### config.mk
export PLATFORM = sky130hd
export DESIGN_NAME = sst_seq
export DESIGN_NICKNAME = d
export VERILOG_FILES = /design/src/rtl/sst_pkg.sv /design/src/rtl/sst_m2_sync.sv /design/src/rtl/sst_seq.sv
export SDC_FILE = /design/constraint.sdc
export NUM_CORES = 1
export LEC_CHECK = 0
export ABC_AREA = 1
export CAP_MARGIN = 10
export CORE_ASPECT_RATIO = 0.75
export CORE_MARGIN = 5
export CORE_UTILIZATION = 46
export DETAILED_ROUTE_END_ITERATION = 10
export MAX_ROUTING_LAYER = met4
export PLACE_DENSITY = 0.71
export SYNTH_ARGS = -nofsm -noshare
export SYNTH_HDL_FRONTEND = slang
export SYNTH_SLANG_ARGS = --single-unit
export TNS_END_PERCENT = 100
### constraint.sdc
create_clock -name clk -period 1.7 [get_ports clk]
set_input_delay 0.34 -clock clk [delete_from_list [all_inputs] [get_ports clk]]
set_output_delay 0.34 -clock clk [all_outputs]
set_load 0.05 [all_outputs]
### src/rtl/sst_pkg.sv
`default_nettype none
// ============================================================================
//  Module   : sst_pkg
//  Purpose  : Shared types and default constants for the save-state
//             sequencer (state encoding, snapshot geometry, M2 timing).
//  Revision : 1.0 - initial release
// ============================================================================
package sst_pkg;

    // Default snapshot geometry and timing
    localparam int DEF_SST_REGS = 128;
    localparam int DEF_SETTLE   = 2;
    localparam int DEF_M2_TMO   = 1024;

    // The last register of a snapshot carries the mapper index
    function automatic logic [7:0] sst_idx_addr(input int regs);
        return 8'(regs - 1);
    endfunction

    localparam logic [7:0] SST_IDX_ADDR = sst_idx_addr(DEF_SST_REGS);

    typedef enum logic [2:0] {
        ST_IDLE      = 3'd0,
        ST_ARM       = 3'd1,
        ST_RD_SETTLE = 3'd2,
        ST_RD_PUSH   = 3'd3,
        ST_WR_FETCH  = 3'd4,
        ST_WR_HOLD   = 3'd5,
        ST_FINISH    = 3'd6
    } sst_state_t;

endpackage
`default_nettype wire

### src/rtl/sst_m2_sync.sv
`default_nettype none
// ============================================================================
//  Module   : sst_m2_sync
//  Purpose  : Brings the raw CPU M2 into the clk domain and produces a
//             one-cycle pulse for every falling edge.
//  Revision : 1.0 - initial release
// ============================================================================
module sst_m2_sync (
    input  logic clk,
    input  logic rst,
    input  logic i_m2,
    output logic o_fall
);

    // [0],[1] form the synchronizer; [2] is the previous synchronized level
    logic [2:0] r_sh;

    // Shift the raw M2 level through the synchronizer and edge-detect stage
    always_ff @(posedge clk or posedge rst) begin
        if (rst) begin
            r_sh <= 3'b000;
        end else begin
            r_sh <= {r_sh[1:0], i_m2};
        end
    end

    // Held-low reset value means leaving reset never fakes a fall
    assign o_fall = r_sh[2] & ~r_sh[1];

endmodule
`default_nettype wire

### src/rtl/sst_seq.sv
`default_nettype none
// ============================================================================
//  Module   : sst_seq
//  Purpose  : Save-state sequencer, initiator side of the mapper save-state
//             bus. SAVE walks all registers and streams them out; LOAD
//             writes a byte stream back, each write held across an M2 fall.
//  Options  : SST_IDX_CHECK_EN - during LOAD the map-index byte is compared
//             against the live sst_di instead of being written.
//  Revision : 1.0 - initial release
// ============================================================================
module sst_seq
    import sst_pkg::*;
#(
    parameter int SST_REGS = DEF_SST_REGS,
    parameter int SETTLE   = DEF_SETTLE,
    parameter int M2_TMO   = DEF_M2_TMO
) (
    input  logic       clk,
    input  logic       rst,
    input  logic       cmd_save,
    input  logic       cmd_load,
    output logic       busy,
    output logic       done,
    output logic       err,
    input  logic       m2,
    output logic       sst_act,
    output logic       sst_we_reg,
    output logic [7:0] sst_addr,
    output logic [7:0] sst_dato,
    input  logic [7:0] sst_di,
    output logic [7:0] tx_data,
    output logic       tx_valid,
    input  logic       tx_ready,
    input  logic [7:0] rx_data,
    input  logic       rx_valid,
    output logic       rx_ready
);

    localparam logic [7:0]  c_last_addr   = sst_idx_addr(SST_REGS);
    localparam logic [15:0] c_settle_last = 16'(SETTLE - 1);
    localparam logic [15:0] c_tmo_last    = 16'(M2_TMO - 1);
    // A fall seen earlier than this after entering a wait state may belong
    // to a raw edge that happened before act/we_reg were presented
    localparam logic [15:0] c_sync_lat    = 16'd3;
    // Write-hold phases: wait for fall, one extra cycle, we_reg dropped
    localparam logic [1:0]  c_ph_wait     = 2'd0;
    localparam logic [1:0]  c_ph_tail     = 2'd1;
    localparam logic [1:0]  c_ph_drop     = 2'd2;

    sst_state_t  r_state;
    sst_state_t  w_next;
    logic [15:0] r_cnt;
    logic [1:0]  r_ph;
    logic [7:0]  r_addr;
    logic [7:0]  r_dato;
    logic [7:0]  r_tx_data;
    logic        r_err;
    logic        r_load;

    logic w_fall, w_fall_ok, w_tmo;
    logic w_start, w_cnt_clr, w_capture, w_addr_inc, w_latch, w_set_err, w_ph_adv;

    sst_m2_sync u_m2_sync (
        .clk    (clk),
        .rst    (rst),
        .i_m2   (m2),
        .o_fall (w_fall)
    );

    assign w_fall_ok = w_fall && (r_cnt >= c_sync_lat);
    assign w_tmo     = (r_cnt >= c_tmo_last);

    // State register
    always_ff @(posedge clk or posedge rst) begin
        if (rst) begin
            r_state <= ST_IDLE;
        end else begin
            r_state <= w_next;
        end
    end

    // Next-state decode and datapath strobes
    always_comb begin
        w_next     = r_state;
        w_start    = 1'b0;
        w_cnt_clr  = 1'b0;
        w_capture  = 1'b0;
        w_addr_inc = 1'b0;
        w_latch    = 1'b0;
        w_set_err  = 1'b0;
        w_ph_adv   = 1'b0;
        case (r_state)
            ST_IDLE: begin
                if (cmd_save || cmd_load) begin
                    w_start = 1'b1;
                    w_next  = ST_ARM;
                end
            end
            ST_ARM: begin
                if (w_fall_ok) begin
                    w_cnt_clr = 1'b1;
                    w_next    = r_load ? ST_WR_FETCH : ST_RD_SETTLE;
                end else if (w_tmo) begin
                    w_set_err = 1'b1;
                    w_next    = ST_FINISH;
                end
            end
            ST_RD_SETTLE: begin
                if (r_cnt == c_settle_last) begin
                    w_capture = 1'b1;
                    w_next    = ST_RD_PUSH;
                end
            end
            ST_RD_PUSH: begin
                if (tx_ready) begin
                    w_cnt_clr = 1'b1;
                    if (r_addr == c_last_addr) begin
                        w_next = ST_FINISH;
                    end else begin
                        w_addr_inc = 1'b1;
                        w_next     = ST_RD_SETTLE;
                    end
                end
            end
            ST_WR_FETCH: begin
                if (rx_valid) begin
                    w_cnt_clr = 1'b1;
`ifdef SST_IDX_CHECK_EN
                    if (r_addr == c_last_addr) begin
                        w_set_err = (rx_data != sst_di);
                        w_next    = ST_FINISH;
                    end else begin
                        w_latch = 1'b1;
                        w_next  = ST_WR_HOLD;
                    end
`else
                    w_latch = 1'b1;
                    w_next  = ST_WR_HOLD;
`endif
                end
            end
            ST_WR_HOLD: begin
                case (r_ph)
                    c_ph_wait: begin
                        if (w_fall_ok) begin
                            w_ph_adv = 1'b1;
                        end else if (w_tmo) begin
                            w_set_err = 1'b1;
                            w_next    = ST_FINISH;
                        end
                    end
                    c_ph_tail: w_ph_adv = 1'b1;
                    default: begin
                        if (r_addr == c_last_addr) begin
                            w_next = ST_FINISH;
                        end else begin
                            w_addr_inc = 1'b1;
                            w_next     = ST_WR_FETCH;
                        end
                    end
                endcase
            end
            ST_FINISH: w_next = ST_IDLE;
            default:   w_next = ST_IDLE;
        endcase
    end

    // Address, data, error, phase and cycle-counter registers
    always_ff @(posedge clk or posedge rst) begin
        if (rst) begin
            r_cnt     <= 16'd0;
            r_ph      <= c_ph_wait;
            r_addr    <= 8'd0;
            r_dato    <= 8'd0;
            r_tx_data <= 8'd0;
            r_err     <= 1'b0;
            r_load    <= 1'b0;
        end else begin
            if (w_start) begin
                r_err  <= 1'b0;
                r_addr <= 8'd0;
                r_load <= ~cmd_save;
            end
            if (w_set_err) begin
                r_err <= 1'b1;
            end
            if (w_addr_inc) begin
                r_addr <= r_addr + 8'd1;
            end
            if (w_capture) begin
                r_tx_data <= sst_di;
            end
            if (w_latch) begin
                r_dato <= rx_data;
                r_ph   <= c_ph_wait;
            end else if (w_ph_adv) begin
                r_ph <= r_ph + 2'd1;
            end
            if (w_start || w_cnt_clr) begin
                r_cnt <= 16'd0;
            end else if (r_cnt != 16'hFFFF) begin
                r_cnt <= r_cnt + 16'd1;
            end
        end
    end

    assign busy       = (r_state != ST_IDLE);
    assign done       = (r_state == ST_FINISH);
    assign sst_act    = busy && !done;
    assign sst_we_reg = (r_state == ST_WR_HOLD) && (r_ph != c_ph_drop);
    assign tx_valid   = (r_state == ST_RD_PUSH);
    assign rx_ready   = (r_state == ST_WR_FETCH);
    assign err        = r_err;
    assign sst_addr   = r_addr;
    assign sst_dato   = r_dato;
    assign tx_data    = r_tx_data;

endmodule
`default_nettype wire
* Word level (Yosys, flattened, before mapping)
Cells that the tools add are included.
** Operators by class
- Add/subtract/negate cells :: 3
- $lt $le $gt $ge :: 2
- Eq/ne operators :: 17
- Muxes and demuxes :: 39
- Bitwise logic cells :: 3
- Reduce and logical (&&, ||, !) cells :: 15
** Operator list (number)
- $mux 16 :: 2
- $mux 3 :: 9
- $pmux 3 s6 :: 1
- $mux 1 :: 17
- $add 16x1->16 const B :: 1
- $eq 16x1->1 const B :: 1
- $ge 16x10->1 const B :: 1
- $ge 16x2->1 const B :: 1
- $mux 8 :: 2
- $ne 16x16->1 const B :: 1
- $ne 2x2->1 const B :: 5
- $eq 3x3->1 const B :: 3
- $add 8x1->8 const B :: 1
- $eq 8x7->1 const B :: 1
- $reduce_bool 2->1 :: 4
- $eq 3x2->1 const B :: 2
- $mux 2 :: 3
- $pmux 1 s2 :: 3
- $pmux 3 s2 :: 1
- $reduce_and 6->1 :: 1
- $eq 3x1->1 const B :: 1
- $logic_and 1x1->1 :: 3
- $logic_not 3->1 :: 1
- $ne 3x3->1 const B :: 1
- other kinds (11) :: 13
** Storage, ports and cells
- Register bits :: 50

* Longest topological paths before layout
Gate-level depths: netlist (run 1).
- Depth after elaboration :: 8
- Mapped depth :: 12
- Gate-level depth less buffers :: 12

* Modules after synthesis
Synthesis (run 1) repeated with hierarchy kept, for this count alone.
** Unflattened totals
- Cells, all modules :: 339
- Area total of the unflattened synthesis :: 2773.9 µm²
** By module, submodules not included
- sst_seq :: instances 1, cells each 333, area an instance 2685.1 µm²
- sst_m2_sync :: instances 1, cells each 6, area an instance 88.8 µm²

* Least setup slack after synthesis (run 1)
Ideal clock, no wire load.
- Kind :: reg-to-output
- Start :: register r_state[2]
- End :: output sst_act
- Arrival :: 2.169 ns
- Data required time :: 1.360 ns
- Slack :: -0.809 ns
- Cell stages (with the launch flop) :: 4
- Path buffers :: 0
- Cells stage by stage :: dfrtp_1 > inv_2 > nor3_1 > nor2_1
** Between the ends
- Cells in the longest elaborated chain, start to end :: 3
** Ends and longest elaborated chain
- start: declaration :: line sst_seq.sv:50 : sst_state_t r_state;
- start signal: assignment :: line sst_seq.sv:78 : r_state <= w_next;
- $eq 3x3->1 :: line sst_seq.sv:208 : assign done = (r_state == ST_FINISH);
- named net done :: line sst_seq.sv:23 : output logic done,
- $logic_not 1->1 :: line sst_seq.sv:209 : assign sst_act = busy && !done;
- $logic_and 1x1->1 :: line sst_seq.sv:209
- end: declaration :: line sst_seq.sv:26 : output logic sst_act,
The timed path passes the listed nets, and every way through them passes these cells.

* Worst setup path in the final report (run 1)
- Start :: register r_state[1]
- End :: output done
** Between the ends
- Cells in the longest elaborated chain, start to end :: 1
** Ends and longest elaborated chain (line)
- $eq 3x3->1 :: sst_seq.sv:208
- end: declaration :: sst_seq.sv:23
Every way passes these cells.

==> results of run 1 <==
## metrics by stage
step	cells	worst slack [ns]
4_1_cts	494	0.000869
3_3_place_gp	479	0.0719
2_1_floorplan	331	-0.238
3_5_place_dp	479	-0.00144
6_report	499	0.0107
5_1_grt	499	-0.0606
## worst paths after layout
path                            slack, ns  depth (start not counted)                end
worst max register to register       0.10                          8        sst_addr[5]
worst min register to register       0.37                          0  u_m2_sync.r_sh[1]
min in group asynchronous            0.38                          3        sst_dato[5]
worst min-delay path                 0.37                          0  u_m2_sync.r_sh[1]
worst max-delay path                 0.01                          5               done
max in group asynchronous            1.08                          3         r_state[2]
## metal layers
layer | GRT usage | up-vias
li1 | - | 1255
met1 | 0.280 | 1148
met2 | 0.286 | 101
met3 | 0.0381 | 4
met4 | 0.0327 | 0
met5 | - | -
## critical path, stage by stage, from the launching register on
cell and delay [ns]:
dfrtp_1 0.39, inv_2 0.07, buf_6 0.13, nor3_4 0.20, buf_6 0.13, buf_12 0.12
## logic make-up after synthesis
| group | count (synthesis) | share of synthesized area |
|---|---|---|
| flops | 50 | 0.452 |
| simple gates | 183 | 0.321 |
| buf+inv | 39 | 0.0574 |
| fa+ha+maj | 6 | 0.0271 |
| compound gates | 32 | 0.0691 |
| xor+xnor | 13 | 0.0411 |
| mux | 8 | 0.0325 |
## timing repair
| action | in CTS | in global routing |
|---|---|---|
| resized for setup | 12 | 15 |
| pin swaps | 4 | 4 |
| setup buffers | 8 | 5 |
| endpoints found under the setup margin | 5 | 39 |
## placed cells by master, fill, tap and decap left out, drive strengths merged, types with 5 or more instances in the layout
master	n
a21oi	12
buf	62
clkbuf	5
clkdlybuf4s50	22
dfrtp	50
ha	6
inv	38
mux2	8
nand2	89
nand3	31
nand4	6
nor2	44
nor3	8
o21ai	15
xor2	10
## sequential cells by signal, indices dropped and copies added, names as in the netlist
| signal | count |
|---|---|
| sst_dato | 8 |
| r_ph | 2 |
| err | 1 |
| sst_addr | 8 |
| r_state | 3 |
| tx_data | 8 |
| r_cnt | 16 |
| u_m2_sync.r_sh | 3 |
| r_load | 1 |
## area by class of cell
cell class / count / area share
Inverter: 37 / 0.0377
Multi-Input combinational cell: 242 / 0.372
Sequential cell: 50 / 0.325
Clock buffer: 5 / 0.0179
Tap cell: 78 / 0.0253
Clock inverter: 3 / 0.00747
Timing Repair Buffer: 84 / 0.215
## where the power goes
group	leakage [nW]	switching, mW	total (mW)	internal, mW
combinational	1.17	2.08	3.40	1.32
clock	0.0506	0.433	0.741	0.308
sequential	0.651	0.204	1.69	1.48
==> results.toml, run 1 <==
[status]
outcome = "finished, final reports clean"

[clocking]
numCtsBuffers = 5
root_buffer = "clkbuf_8"
cts_sinks = 50
cts_max_level = 2
cts_hold_buf = 0
cts_buffer_depth = 2
cts_tree = "built"
insertion_delay_ns = 0.31
path_clk_slew_ns = 0.10

[synth]
yosysTopAreaCellShare = 0.452
ys_seq_area_frac = 0.452
synth_top_cells_by_count = "81 x nand2_1, 50 x dfrtp_1, 36 x nor2_1, 32 x inv_1, 28 x nand3_1"
yosys.area.top_type = "dfrtp_1"
ys_ff_latch = 50
synthFlopType = "dfrtp_1"
synth_nets = 360
netlist_instances = 331
synth_edf_count = 0
syn_avg_cell_area_sq_um = 8.37
async_reset_ff_frac = 1.00
yosys_warnings = 0
synth_area_leaders = "dfrtp_1 45%, nand2_1 11%, nand3_1 5.1%, nor2_1 4.9%, inv_1 4.3%"
synth_cell_types = 35
syn_area_sq_um = 2770
synth_most_common_cell = "nand2_1"

[final_layout]
seqCellArea_sq_um = 1250
nets = 449
diodes = 0
syn_to_final_growth_pct = 39.2
drive_gt1_frac = 0.314
final_util = 0.662
fillers = 503
multi_input_area_sq_um = 1430
design_area_sq_um = 3850

[routing]
top_layer = "met4"
wl_um = 6860
dr_wl_met3_um = 424
post-route-drc-count = 0
ant_nets = 0
drtIter0Drc = 147
wl_met1_um = 3220
firstDrtPassIters = 4
wl_met2_um = 3180
num_vias = 2508
viasPerCell = 5.03
post_drt_wl_per_cell_um = 13.7

[die]
die_area_sq_um = 7690
fp-row-count = 24
initial_core_util = 0.475
die_w_um = 99.6
die_h_um = 77.2
num_io_pins = 54
coreArea_sq_um = 5830

[critical_path]
worstSetupStartpoint = "r_state[1]"
cp-start-kind = "flip-flop"
critPathMaxFanout = 2
cp_data_arrival_time_ns = 1.35
crit_path_end_kind = "output port"
r2r_start = "r_state[2]"
cp.required_ns = 1.36
critPathKind = "flip-flop to output port"

[min_path]
hold_class = "flip-flop to flip-flop"
hp-start = "u_m2_sync.r_sh[0]"

[sta]
fin_skew_ns = 0.00494
hold_viol_final = 0
final.setup.tns_ns = 0
fin_hold_ws_ns = 0.366
min_period_over_period = 0.994
grt_setup_unrepaired = "yes"
setup_viol = 0
worst_pin_slew_ns = 0.315
fmax_ghz = 0.592
period_needed_ns = 1.69
relSlewSlack = 0.790
drv_slew = 0

[power_and_ir_drop]
p_per_area_nw_per_um2 = 1510
leakagePower_nw = 1.87
power_mw = 5.83
peakVddDrop_mv = 1.18

[placement]
place_congestion = 0.871
dpl_cell_area_sq_um = 3570
hpwl_um = 5170
io_buffers = 53

[global_route]
grtUsageTotal = 0.193
antenna_found_initial = 0
grt_max_degree = 51
grt_pass1_vias = 2471
grt_pass1_wl_um = 11700
grt-ovfl-total = 0

[flow_run]
drv_cap = 0
No activity file was read; power rests on OpenSTA's default activity.
==> run 2: changes to the inputs <==
Settings changed: CAP_MARGIN 10 to 20.
==> results of run 2 <==
Final layout, timing and power as in run 1 (identical DEF).
==> run 3: changes to the inputs <==
Settings changed: CAP_MARGIN 20 to 0, SETUP_SLACK_MARGIN set to 0.15.
==> results.toml, run 3 (same netlist as run 1, synthesis figures left out) <==
[final_layout]
seqCellArea_sq_um = 1260
fillers = 411
multi_input_area_sq_um = 1720
nets = 466
drive_gt1_frac = 0.425
largest_reg_flops = 16
final_util = 0.736
final_cell_mix = "69 x nand2_1, 58 x buf_4, 40 x dfrtp_1"
diodes = 0
final_common_cell = "nand2_1"
syn_to_final_growth_pct = 54.8
regMostFlops = "r_cnt"

[sta]
setup_viol = 0
worst_pin_slew_ns = 0.505
final.setup.tns_ns = 0
relSlewSlack = 0.662
drv_slew = 0
hold_viol_final = 0
min_period_over_period = 1.00
period_needed_ns = 1.70
fin_hold_ws_ns = 0.354
fin_skew_ns = 0.00977
grt_setup_unrepaired = "yes"
fmax_ghz = 0.588

[critical_path]
critPathKind = "flip-flop to output port"
slowest_delay_ns = 0.46
cp-start-kind = "flip-flop"
cp.required_ns = 1.36
cp_data_arrival_time_ns = 1.36
timing.critical_path.buf_inv = 3
path_delay_family = "flip-flops"
crit_path_end_kind = "output port"
critPathMaxFanout = 4
worstPathCellList = "inv_4, nand2_4, buf_6, nor3_4, buf_12"
critPathSlowestCell = "dfrtp_2"

[routing]
drtIter0Drc = 251
firstDrtPassIters = 5
viasPerCell = 5.38
post-route-drc-count = 0
num_vias = 2774
wl_um = 8270
ant_nets = 0
post_drt_wl_per_cell_um = 16.0

[flow_run]
drv_cap = 0

[clocking]
root_buffer = "clkbuf_8"
cts_sinks = 50
insertion_delay_ns = 0.31
cts_hold_buf = 0
cts_buffer_depth = 2
path_clk_slew_ns = 0.10
cts_max_level = 2
numCtsBuffers = 5
cts_tree = "built"

[die]
num_io_pins = 54
die_h_um = 77.2
fp-row-count = 24
die_w_um = 99.6
die_area_sq_um = 7690
coreArea_sq_um = 5830
initial_core_util = 0.475

[placement]
io_buffers = 53
hpwl_um = 4980
place_congestion = 0.938

[power_and_ir_drop]
peakVddDrop_mv = 0.991
leakagePower_nw = 2.05
p_per_area_nw_per_um2 = 1550
power_mw = 6.63

[global_route]
grt_pass1_wl_um = 12200
grtUsageTotal = 0.199
grt_max_degree = 51
antenna_found_initial = 0
grt-ovfl-total = 0
grt_pass1_vias = 2524

[status]
outcome = "finished, final reports clean"

[min_path]
hold_class = "flip-flop to flip-flop"
## run 3: per-stage QoR
step                      cells  instance area, sq um  setup slack [ns]
after floorplan             331                  2840            0.0477
after global placement      472                  3570             0.111
after detailed placement    472                  3570            0.0608
after CTS                   496                  3870           -0.0133
after global routing        516                  4290           -0.0638
final                       516                  4290          0.000374
## run 3: worst paths after layout
kind                                   startpoint                 to  slack, ns  depth (start not counted)
worst max-delay path                   r_state[1]         sst_we_reg     0.0004                          5
max in group asynchronous                     rst        sst_addr[1]       1.08                          3
min in group asynchronous                     rst          r_cnt[15]       0.38                          3
worst min-delay path            u_m2_sync.r_sh[0]  u_m2_sync.r_sh[1]       0.35                          0
worst min register to register  u_m2_sync.r_sh[0]  u_m2_sync.r_sh[1]       0.35                          0
worst max register to register           r_cnt[6]         tx_data[1]       0.03                          6
## run 3: final cells by class
type | instances | area share
well taps | 78 | 0.0228
multi-input cells | 244 | 0.401
flip-flops and latches | 50 | 0.295
clock inverters | 3 | 0.00496
clock buffers | 5 | 0.0161
repair buffers | 99 | 0.224
inverters | 37 | 0.0359
## run 3: power breakdown
group | switching, mW | internal [mW] | leakage, nW
logic | 2.38 | 1.73 | 1.37
clock network | 0.420 | 0.290 | 0.0441
registers | 0.310 | 1.50 | 0.638
total | 3.11 | 3.52 | 2.05
## run 3: per-layer routing
layer,part of all wire,track usage
met1,0.44,0.284
met2,0.47,0.300
met3,0.070,0.0372
met4,0.020,0.0355
met5,0,-
## run 3: timing repair
item / in CTS / in global routing
buffers inserted: 15 / 18
endpoints found under the setup margin: 40 / 52
gates resized for setup: 25 / 64
pin swaps: 9 / 34
hold endpoints to repair: 0 / 0
gates cloned: 1 / 2
